### src/rtl/count_uart_tx.sv
// 8N1 UART transmitter for the counter tile: captures data_in on an accepted
// send and shifts it out LSB first, with registered tx/busy/done.
module count_uart_tx #(
    parameter int unsigned CLKS_PER_BIT = 10
) (
    input  logic       clk,
    input  logic       rst_n,
    input  logic [7:0] data_in,
    input  logic       send,
    output logic       tx,
    output logic       busy,
    output logic       done
);

    localparam int unsigned BAUD_W = (CLKS_PER_BIT > 1) ? $clog2(CLKS_PER_BIT) : 1;
    localparam logic [BAUD_W-1:0] BAUD_LAST = BAUD_W'(CLKS_PER_BIT - 1);

    typedef enum logic [1:0] {
        IDLE  = 2'd0,
        START = 2'd1,
        DATA  = 2'd2,
        STOP  = 2'd3
    } state_t;

    state_t            r_state;
    logic [BAUD_W-1:0] r_baud;
    logic [2:0]        r_bit;
    logic [7:0]        r_shift;
    logic              r_tx;
    logic              r_busy;
    logic              r_done;

    state_t            w_state;
    logic [BAUD_W-1:0] w_baud;
    logic [2:0]        w_bit;
    logic [7:0]        w_shift;
    logic              w_tx;
    logic              w_busy;
    logic              w_done;
    logic              w_bit_end;

    assign w_bit_end = (r_baud == BAUD_LAST);

    // State and output registers; reset drives the line idle-high at once.
    always_ff @(posedge clk or negedge rst_n) begin
        if (!rst_n) begin
            r_state <= IDLE;
            r_baud  <= '0;
            r_bit   <= '0;
            r_shift <= '0;
            r_tx    <= 1'b1;
            r_busy  <= 1'b0;
            r_done  <= 1'b0;
        end else begin
            r_state <= w_state;
            r_baud  <= w_baud;
            r_bit   <= w_bit;
            r_shift <= w_shift;
            r_tx    <= w_tx;
            r_busy  <= w_busy;
            r_done  <= w_done;
        end
    end

    // Next state plus next output values, so outputs line up with the state.
    always_comb begin
        w_state = r_state;
        w_baud  = r_baud;
        w_bit   = r_bit;
        w_shift = r_shift;
        w_tx    = 1'b1;
        w_busy  = 1'b0;
        w_done  = 1'b0;

        case (r_state)
            IDLE: begin
                if (send) begin
                    w_state = START;
                    w_shift = data_in;
                    w_baud  = '0;
                    w_tx    = 1'b0;
                    w_busy  = 1'b1;
                end
            end
            START: begin
                w_busy = 1'b1;
                w_tx   = 1'b0;
                if (w_bit_end) begin
                    w_state = DATA;
                    w_baud  = '0;
                    w_bit   = '0;
                    w_tx    = r_shift[0];
                end else begin
                    w_baud = r_baud + BAUD_W'(1);
                end
            end
            DATA: begin
                w_busy = 1'b1;
                w_tx   = r_shift[0];
                if (w_bit_end) begin
                    w_baud  = '0;
                    w_shift = {1'b0, r_shift[7:1]};
                    if (r_bit == 3'd7) begin
                        w_state = STOP;
                        w_bit   = '0;
                        w_tx    = 1'b1;
                    end else begin
                        w_bit = r_bit + 3'd1;
                        w_tx  = r_shift[1];
                    end
                end else begin
                    w_baud = r_baud + BAUD_W'(1);
                end
            end
            STOP: begin
                w_busy = 1'b1;
                if (w_bit_end) begin
                    w_state = IDLE;
                    w_baud  = '0;
                    w_busy  = 1'b0;
                    w_done  = 1'b1;
                end else begin
                    w_baud = r_baud + BAUD_W'(1);
                end
            end
            default: begin
                w_state = IDLE;
            end
        endcase
    end

    assign tx   = r_tx;
    assign busy = r_busy;
    assign done = r_done;

endmodule
### config.mk
export PLATFORM = sky130hd
export DESIGN_NAME = count_uart_tx
export DESIGN_NICKNAME = d
export VERILOG_FILES = /design/src/rtl/count_uart_tx.sv
export SDC_FILE = /design/constraint.sdc
export NUM_CORES = 1
export LEC_CHECK = 0
export CORE_ASPECT_RATIO = 1.5
export CORE_MARGIN = 2
export CORE_UTILIZATION = 40
export CTS_BUF_LIST = sky130_fd_sc_hd__clkbuf_4 sky130_fd_sc_hd__clkbuf_8
export DETAILED_ROUTE_END_ITERATION = 6
export HOLD_SLACK_MARGIN = 0.1
export PLACE_DENSITY = 0.63
export SYNTH_ARGS = -nofsm -noshare
export SYNTH_HDL_FRONTEND = slang
export SYNTH_SLANG_ARGS = --single-unit
### constraint.sdc
create_clock -name clk -period 1.78 [get_ports clk]
set_clock_uncertainty 0.2 [all_clocks]
set_input_delay 0.356 -clock clk [delete_from_list [all_inputs] [get_ports clk]]
set_output_delay 0.356 -clock clk [all_outputs]
set_load 0.03 [all_outputs]
==> flow_summary.yaml, run 1 <==
logic_synthesis:
  synth_edf_count: 0
  synth_cell_types: 29
  syn_inst: 112
  syn_nets: 133
  ys_seq_area_share_pct: 44.4
  synth-seq-cells: 20
  avgSynthCellArea_sq_um: 10.1
  synth_area_sq_um: 1130
  synthArstFlopShare_pct: 100
  ys.flop_type: "dfrtp_1"
  yosysWarningCount: 0
timing:
  min_period_ns: 1.80
  finalSetupViolations: 2
  worstMarginPinSlew_ns: 0.322
  max_freq_mhz: 555
  finalMaxSlewViolations: 0
  whs_ns: 0.242
  layout_setup_ws_ns: -0.0212
  rsz0062_at_grt: "true"
  finalCritPeriodShare_pct: 101
  hold_viol: 0
  slew_headroom_pct: 78.5
finish:
  layout.nets: 165
  fillers: 247
  syn2layout_area_growth_pct: 40.2
  register_area_sq_um: 502
  final-instance-count-excl-fill: 180
  diodes: 0
  layout_common_cells: "dfrtp_1, buf_4, nand2_1"
  final_common_cell: "dfrtp_1"
  multi_input_area_sq_um: 654
  drive_above_1_share_pct: 31.5
  utilization_pct: 59.2
critical_path:
  crit_type: "register to register"
  r2r-start: "r_state[1]$_DFFE_PN0P_"
  crit_fanout: 8
  cp-start-kind: "register"
  cp.required_ns: 1.77
  r2r_slack_ns: -0.02
  endpoint_kind: "register"
  critPathArrivalTime_ns: 1.79
  rr_worst_depth: 7
  rr_endpoint: "r_shift[5]$_DFFE_PN0P_"
floorplan:
  dieArea_sq_um: 3280
  ios: 14
  rows: 23
  die_x_um: 47.4
  start_util_pct: 42.3
  fp.dieH_um: 69.1
  core_sq_um: 2680
placement:
  io_buffers: 13
  hpwl_mm: 1.63
  gp_congestion: 0.732
  place_ws_ns: -0.189
  post-place-cells: 169
detailed_routing:
  ant_nets: 0
  dr.pass1.iters: 4
  vias: 922
  wl_per_cell_um: 12.8
  drcViolationCount: 0
  wirelength_mm: 2.30
  vias_per_cell: 5.12
  drt_iter0_drc: 11
power:
  combPwrFrac_pct: 5.3
  p_clk_share_pct: 38.6
  p_seq_share_pct: 56.0
  p_leak_uw: 0.000738
  vdd_ir_drop_max_mv: 0.393
  p_total_uw: 828
  power_density_nw_per_um2: 522
  power_switching_uw: 167
  p_sw_share_pct: 20.1
  p_int_uw: 661
cts:
  cts_tree: "built"
  cts.hold.buffers_added: 0
  clock_latency_ns: 0.25
  h-tree-depth: 1
  clock_path_buffers: 2
  numCtsBuffers: 3
  clock-sinks: 20
  cts-root-buf: "clkbuf_8"
  clk_pin_slew_ns: 0.08
global_routing:
  grt_max_degree: 21
  grt_first_pass_wirelength_mm: 3.85
  antenna_found_initial: 0
  grt.overflow.total: 0
  first_global_vias: 924
  grt_usage_pct: 15.7
min_path:
  hp-class: "input pin to async pin"
run_status:
  failed_checks: "negative setup slack"
  status: "finished with violations"
flow_run:
  drv_cap: 0
[synthesized netlist by cell type, types with 3 or more instances]
cell	instances	area share, %
buf_2	4	1.8
dfrtp_1	19	42
nand3_1	3	1.3
nor2_1	9	3.0
a21oi_1	12	5.3
nand2_1	12	4.0
o21ai_0	5	2.2
o31ai_1	3	2.0
mux2i_1	7	6.2
ha_1	10	11
inv_1	6	2.0
[metal layers]
layer	share of wire, %	routed length, um	vias up	global-route usage, %
met5	0	0	-	0
met4	2.1	48	0	5.56
met3	2.0	46	4	2.36
met2	54	1240	14	25.4
met1	42	969	450	20.1
li1	-	-	454	-
[how the worst max path moves through the flow]
stage                      startpoint  cells after the start                      to  slack, ns
6_report       r_state[1]$_DFFE_PN0P_                      7  r_shift[5]$_DFFE_PN0P_      -0.02
5_1_grt        r_state[1]$_DFFE_PN0P_                      7  r_shift[5]$_DFFE_PN0P_      -0.08
4_1_cts         r_baud[1]$_DFFE_PN0N_                      7  r_shift[4]$_DFFE_PN0P_       0.02
3_5_place_dp                     send                      6  r_shift[4]$_DFFE_PN0P_      -0.19
3_3_place_gp                     send                      6  r_shift[7]$_DFFE_PN0P_      -0.17
2_1_floorplan  r_state[0]$_DFFE_PN0P_                      6  r_state[1]$_DFFE_PN0P_     -0.003
[power by group through the flow]
| stage | Combinational, uW | Sequential, uW | Clock (uW) |
|---|---|---|---|
| CTS | 45.1 | 464 | 326 |
| global placement | 46.0 | 473 | 0 |
| global route | 49.3 | 464 | 349 |
| detailed placement | 45.7 | 473 | 0 |
| finish | 44.1 | 464 | 320 |
| floorplan | 7.71 | 475 | 0 |
[per-stage QoR]
step	TNS (ns)	cell area [sq um]
after floorplan	-0.00314	1140
after detailed placement	-1.97	1400
final	-0.0257	1590
after global routing	-0.684	1590
after global placement	-1.80	1400
after CTS	0	1450
[sequential cells by signal, summed over array words and instances (netlist names)]
name     count
tx           1
r_baud       4
r_state      2
busy         1
r_shift      8
done         1
r_bit        3
[what timing repair did]
item	in CTS	in global routing
endpoints found under the setup margin	4	15
pin swaps	1	5
resized for setup	4	18
cloned	0	1
buffers inserted	1	5
[cell type report]
cell class / count / area share (%)
Multi-Input combinational cell: 81 / 41.3
Inverter: 6 / 1.42
Timing Repair Buffer: 32 / 19.7
Tap cell: 37 / 2.92
Sequential cell: 20 / 31.6
Clock buffer: 4 / 3.08
[critical path: stages, from the launching register on]
cell,delay [ns]
dfrtp_1,0.43
inv_2,0.08
ha_4,0.16
and2b_2,0.23
a211oi_4,0.29
clkbuf_16,0.22
nor2_2,0.04
a21oi_2,0.09
[logic make-up after synthesis]
| family | after synthesis | share of synthesized area, % |
|---|---|---|
| simple gates | 34 | 15.6 |
| compound gates | 30 | 18.0 |
| flops | 20 | 44.4 |
| buf+inv | 11 | 4.76 |
| fa+ha+maj | 10 | 11.1 |
| mux | 7 | 6.19 |
Power figures use the tool's default switching activity.
==> inputs of run 2 (changes only) <==
--- a/config.mk
+++ b/config.mk
@@ -6,7 +6,7 @@
 export NUM_CORES = 1
 export LEC_CHECK = 0
 export CORE_ASPECT_RATIO = 1.5
-export CORE_MARGIN = 2
+export CORE_MARGIN = 10
 export CORE_UTILIZATION = 40
 export CTS_BUF_LIST = sky130_fd_sc_hd__clkbuf_4 sky130_fd_sc_hd__clkbuf_8
 export DETAILED_ROUTE_END_ITERATION = 6
==> run 2 against run 1 <==
Against the previous run:
- clock-buffer cell count unchanged
- the flow now finishes without violations
- design area about the same
- global-route usage decreased by 6.3 points
- total power increased by 3.4%
- sequential share of layout area increased by 0.054 points
- largest cell class unchanged
- non-clock buffer count decreased by 1
- die area increased by 65%
- critical path depth unchanged
- fmax increased by 1.2%
- via count decreased by 0.43%
- core utilization decreased by 0.58 points
- clock power increased by 7.8%
==> flow_summary.yaml, run 2 (synthesis gave the netlist of run 1 again) <==
finish:
  layout.nets: 164
  final_common_cell: "dfrtp_1"
  syn2layout_area_growth_pct: 40.3
  fillers: 255
  reg.largest.list: "r_shift x8, r_baud x4, r_bit x3"
  drive_above_1_share_pct: 34.5
  diodes: 0
  utilization_pct: 58.6
  largest_reg_flops: 8
  regMostFlops: "r_shift"
  final-instance-count-excl-fill: 179
  layout_common_cells: "dfrtp_1, buf_4, nand2_1"
critical_path:
  critPathBufInv: 2
  cp-start-kind: "register"
  cp_slowest_cell: "dfrtp_2"
  r2r-start: "r_state[1]$_DFFE_PN0P_"
  crit_fanout: 6
  r2r_slack_ns: 0.0008
  rr_worst_depth: 7
  cp.required_ns: 1.76
  crit_chain: "inv_2 -> ha_4 -> and2b_2 -> a211oi_4 -> buf_6 -> nor2_1 -> a21oi_1"
  crit_type: "register to register"
  slowest_delay_ns: 0.41
  critPathArrivalTime_ns: 1.76
  endpoint_kind: "register"
  cp_top_family: "compound AO/OA/AOI/OAI gates"
  rr_endpoint: "r_shift[1]$_DFFE_PN0P_"
cts:
  h-tree-depth: 1
  clk_pin_slew_ns: 0.07
  cts-root-buf: "clkbuf_8"
  clock_path_buffers: 2
  clock-sinks: 20
  numCtsBuffers: 3
  cts_tree: "built"
  cts.hold.buffers_added: 0
  clock_latency_ns: 0.26
placement:
  hpwl_mm: 1.76
  place_ws_ns: -0.200
  post-place-cells: 170
  io_buffers: 13
  gp_congestion: 0.765
timing:
  hold_viol: 0
  slew_headroom_pct: 79.3
  setup_tns_ns: 0
  min_period_ns: 1.78
  finalMaxSlewViolations: 0
  max_freq_mhz: 562
  finalCritPeriodShare_pct: 100
  finalSetupViolations: 0
  worstMarginPinSlew_ns: 0.312
  layout_setup_ws_ns: 0.000791
  rsz0062_at_grt: "true"
power:
  vdd_ir_drop_max_mv: 0.487
  p_leak_uw: 0.000730
  power_density_nw_per_um2: 539
global_routing:
  antenna_found_initial: 0
  grt_usage_pct: 9.35
  grt_first_pass_wirelength_mm: 4.22
  grt.overflow.total: 0
  grt_max_degree: 21
  first_global_vias: 965
detailed_routing:
  vias: 918
  wl_per_cell_um: 14.0
  vias_per_cell: 5.13
  dr.pass1.iters: 4
  ant_nets: 0
  drcViolationCount: 0
  drt_iter0_drc: 30
  wirelength_mm: 2.50
floorplan:
  core_sq_um: 2710
  ios: 14
  dieArea_sq_um: 5400
  rows: 23
  fp.dieH_um: 85.1
  start_util_pct: 41.8
  die_x_um: 63.4
min_path:
  hp-class: "input pin to async pin"
flow_run:
  drv_cap: 0
run_status:
  status: "finished clean"
## run 2: where the power goes
part	total [uW]	switching [uW]	internal [uW]
combinational	46.3	18.9	27.4
sequential	465	4.11	461
clock	345	148	197
## run 2: final cells by class
class | count | area (sq um) | area share [%]
well taps | 37 | 46.3 | 2.92
inverters | 6 | 22.5 | 1.42
clock buffers | 4 | 55.1 | 3.47
flip-flops and latches | 20 | 503 | 31.7
multi-input cells | 81 | 666 | 42.0
repair buffers | 31 | 294 | 18.5
## run 2: stage by stage
step	cell area [sq um]	hold WS [ns]	power (uW)
final	1590	0.235	856
after global routing	1590	0.254	891
after CTS	1460	0.238	865
after detailed placement	1390	0.275	520
after global placement	1390	0.276	519
after floorplan	1140	-0.140	482
## run 2: timing repair
item                                    in CTS  in global routing
pin swaps                                    0                  4
endpoints found under the setup margin       9                 14
resized for setup                            5                 23
cloned                                       0                  1
setup buffers                                0                  4
## run 2: metal layers
metal | track usage [%] | routed length (um) | vias up
met5 | 0 | 0 | -
met3 | 2.50 | 107 | 7
met4 | 4.59 | 51 | 0
li1 | - | - | 452
met1 | 9.32 | 1000 | 440
met2 | 17.2 | 1340 | 19
## run 2: worst register-to-register path, delay by kind of cell (launching register included)
family          cells  cell delay, ns
flops               1            0.41
compound gates      2            0.41
simple gates        2            0.28
buf+inv             2            0.25
fa+ha+maj           1            0.16
## run 2: worst max-delay path by stage
| stage | startpoint | endpoint | slack (ns) | cells after the start |
|---|---|---|---|---|
| 5_1_grt | r_state[1]$_DFFE_PN0P_ | r_shift[0]$_DFFE_PN0P_ | -0.09 | 7 |
| 4_1_cts | r_state[1]$_DFFE_PN0P_ | r_shift[3]$_DFFE_PN0P_ | 0.0003 | 7 |
| 3_5_place_dp | send | r_shift[4]$_DFFE_PN0P_ | -0.20 | 6 |
| 2_1_floorplan | r_state[0]$_DFFE_PN0P_ | r_state[1]$_DFFE_PN0P_ | -0.003 | 6 |
| 3_3_place_gp | send | r_shift[7]$_DFFE_PN0P_ | -0.18 | 6 |
| 6_report | r_state[1]$_DFFE_PN0P_ | r_shift[1]$_DFFE_PN0P_ | 0.0008 | 7 |
==> inputs of run 3 (changes only) <==
==> constraint.sdc (replaced) <==
create_clock -name clk -period 1.78 [get_ports clk]
set_clock_uncertainty 0.2 [all_clocks]
set_input_delay 0.356 -clock clk [delete_from_list [all_inputs] [get_ports clk]]
set_output_delay 0.356 -clock clk [all_outputs]
set_load 0.1 [all_outputs]
==> run 3 against run 2 <==
Against the previous run:
- sequential share of layout area is 0.27 points higher
- worst hold slack better by 0.0026 ns
- core utilization fell by 0.65 points
- clock power up 3%
- largest power group unchanged
- largest cell class unchanged
==> flow_summary.yaml, run 3 (synthesis gave the netlist of run 1 again) <==
cts:
  h-tree-depth: 1
  clock_path_buffers: 2
  numCtsBuffers: 3
  clk_pin_slew_ns: 0.08
  cts-root-buf: "clkbuf_8"
  clock-sinks: 20
  clock_latency_ns: 0.26
  cts.hold.buffers_added: 0
  cts_tree: "built"
finish:
  fillers: 255
  layout_common_cells: "dfrtp_1, buf_4, a21oi_1, nand2_1, clkdlybuf4s50_1"
  drive_above_1_share_pct: 31.3
  regMostFlops: "r_shift"
  final-instance-count-excl-fill: 181
  reg.largest.list: "r_shift x8, r_baud x4, r_bit x3"
  final_common_cell: "dfrtp_1"
  syn2layout_area_growth_pct: 38.7
  diodes: 0
  layout.nets: 166
  largest_reg_flops: 8
critical_path:
  crit_type: "register to register"
  cp.required_ns: 1.73
  critPathBufInv: 1
  cp_slowest_cell: "dfrtp_1"
  slowest_delay_ns: 0.42
  crit_fanout: 4
  crit_chain: "buf_4 -> ha_1 -> o31ai_4 -> a21oi_1 -> a31o_2"
  cp_top_family: "compound AO/OA/AOI/OAI gates"
  endpoint_kind: "register"
  critPathArrivalTime_ns: 1.71
  cp-start-kind: "register"
global_routing:
  grt_usage_pct: 9.43
  grt_max_degree: 21
  antenna_found_initial: 0
  first_global_vias: 1012
  grt_first_pass_wirelength_mm: 4.25
  grt.overflow.total: 0
placement:
  io_buffers: 13
  gp_congestion: 0.771
  post-place-cells: 170
  hpwl_mm: 1.82
  place_ws_ns: -0.206
run_status:
  status: "finished clean"
detailed_routing:
  vias: 885
  wl_per_cell_um: 13.8
  ant_nets: 0
  drcViolationCount: 0
  vias_per_cell: 4.89
  wirelength_mm: 2.49
  drt_iter0_drc: 15
  dr.pass1.iters: 4
min_path:
  hp-class: "input pin to async pin"
timing:
  finalCritPeriodShare_pct: 98.7
  max_freq_mhz: 569
  worstMarginPinSlew_ns: 0.271
  finalMaxSlewViolations: 0
  hold_viol: 0
  rsz0062_at_grt: "true"
  layout_setup_ws_ns: 0.0231
  min_period_ns: 1.76
  slew_headroom_pct: 81.7
  finalSetupViolations: 0
floorplan:
  ios: 14
  die_x_um: 63.4
  rows: 23
  fp.dieH_um: 85.1
  dieArea_sq_um: 5400
  core_sq_um: 2710
  start_util_pct: 41.8
power:
  p_total_uw: 875
  vdd_ir_drop_max_mv: 0.422
  p_leak_uw: 0.000739
  power_density_nw_per_um2: 558
flow_run:
  drv_cap: 0
## run 3: cell types whose count changed in the layout (fill, tap and decap cells not counted), moves of 2 or more
cell / before / now
ha_4: 3 / 0
buf_4: 14 / 17
nor2_2: 3 / 0
dlygate4sd2_1: 3 / 0
a21oi_2: 6 / 2
buf_12: 2 / 4
ha_2: 1 / 5
a21oi_1: 8 / 12
nor2_1: 6 / 9
## run 3: area by class of cell
type                       instances  area, sq um  area share, %
tap                               37         46.3           2.95
clock buffer                       4         55.1           3.51
multi-input combinational         81          613           39.1
timing repair buffer              33          330           21.1
sequential                        20          502           32.0
inverter                           6         22.5           1.44
## run 3: worst paths after layout
| check | startpoint | slack, ns | endpoint | cells after the start |
|---|---|---|---|---|
| max in group asynchronous | rst_n | 0.87 | tx$_DFF_PN1_ | 2 |
| min reg2reg | r_bit[1]$_DFFE_PN0P_ | 0.29 | r_bit[1]$_DFFE_PN0P_ | 2 |
| max reg2reg | r_state[1]$_DFFE_PN0P_ | 0.02 | r_state[1]$_DFFE_PN0P_ | 5 |
| min in group clk | r_bit[1]$_DFFE_PN0P_ | 0.29 | r_bit[1]$_DFFE_PN0P_ | 2 |
| min | rst_n | 0.24 | busy$_DFF_PN0_ | 2 |
| max | r_state[1]$_DFFE_PN0P_ | 0.02 | r_state[1]$_DFFE_PN0P_ | 5 |
## run 3: metal layers
layer  share of wire [%]  GRT usage (%)  up-vias
met5                   0              0        -
met4                0.56           3.99        0
met3                 2.3           2.50        2
met2                  55           17.5       12
met1                  42           9.54      415
li1                    -              -      456
## run 3: worst register-to-register path: stages, from the launching register on
cell and delay, ns:
dfrtp_1 0.42, buf_4 0.15, ha_1 0.24, o31ai_4 0.30, a21oi_1 0.12, a31o_2 0.23
## run 3: report_power, final
group          switching, uW  total (uW)  internal [uW]
logic                   24.5        54.3           29.8
clock network            159         356            197
registers               4.10         465            461
## run 3: what timing repair did
action / CTS / global route
hold endpoints to repair: 0 / 0
setup endpoints to repair: 5 / 15
gates resized for setup: 1 / 12
pin swaps: 0 / 1
buffers inserted: 0 / 6
cloned: 0 / 1
## run 3: per-stage QoR
stage          utilization (%)  hold WS, ns  setup TNS, ns  area [sq um]
2_1_floorplan                -       -0.140       -0.00314          1140
3_3_place_gp              52.5        0.272          -1.71          1420
3_5_place_dp              52.5        0.280          -2.19          1420
4_1_cts                   54.7        0.243       -0.00542          1480
5_1_grt                   58.0        0.271         -0.631          1570
6_report                  58.0        0.238              0          1570
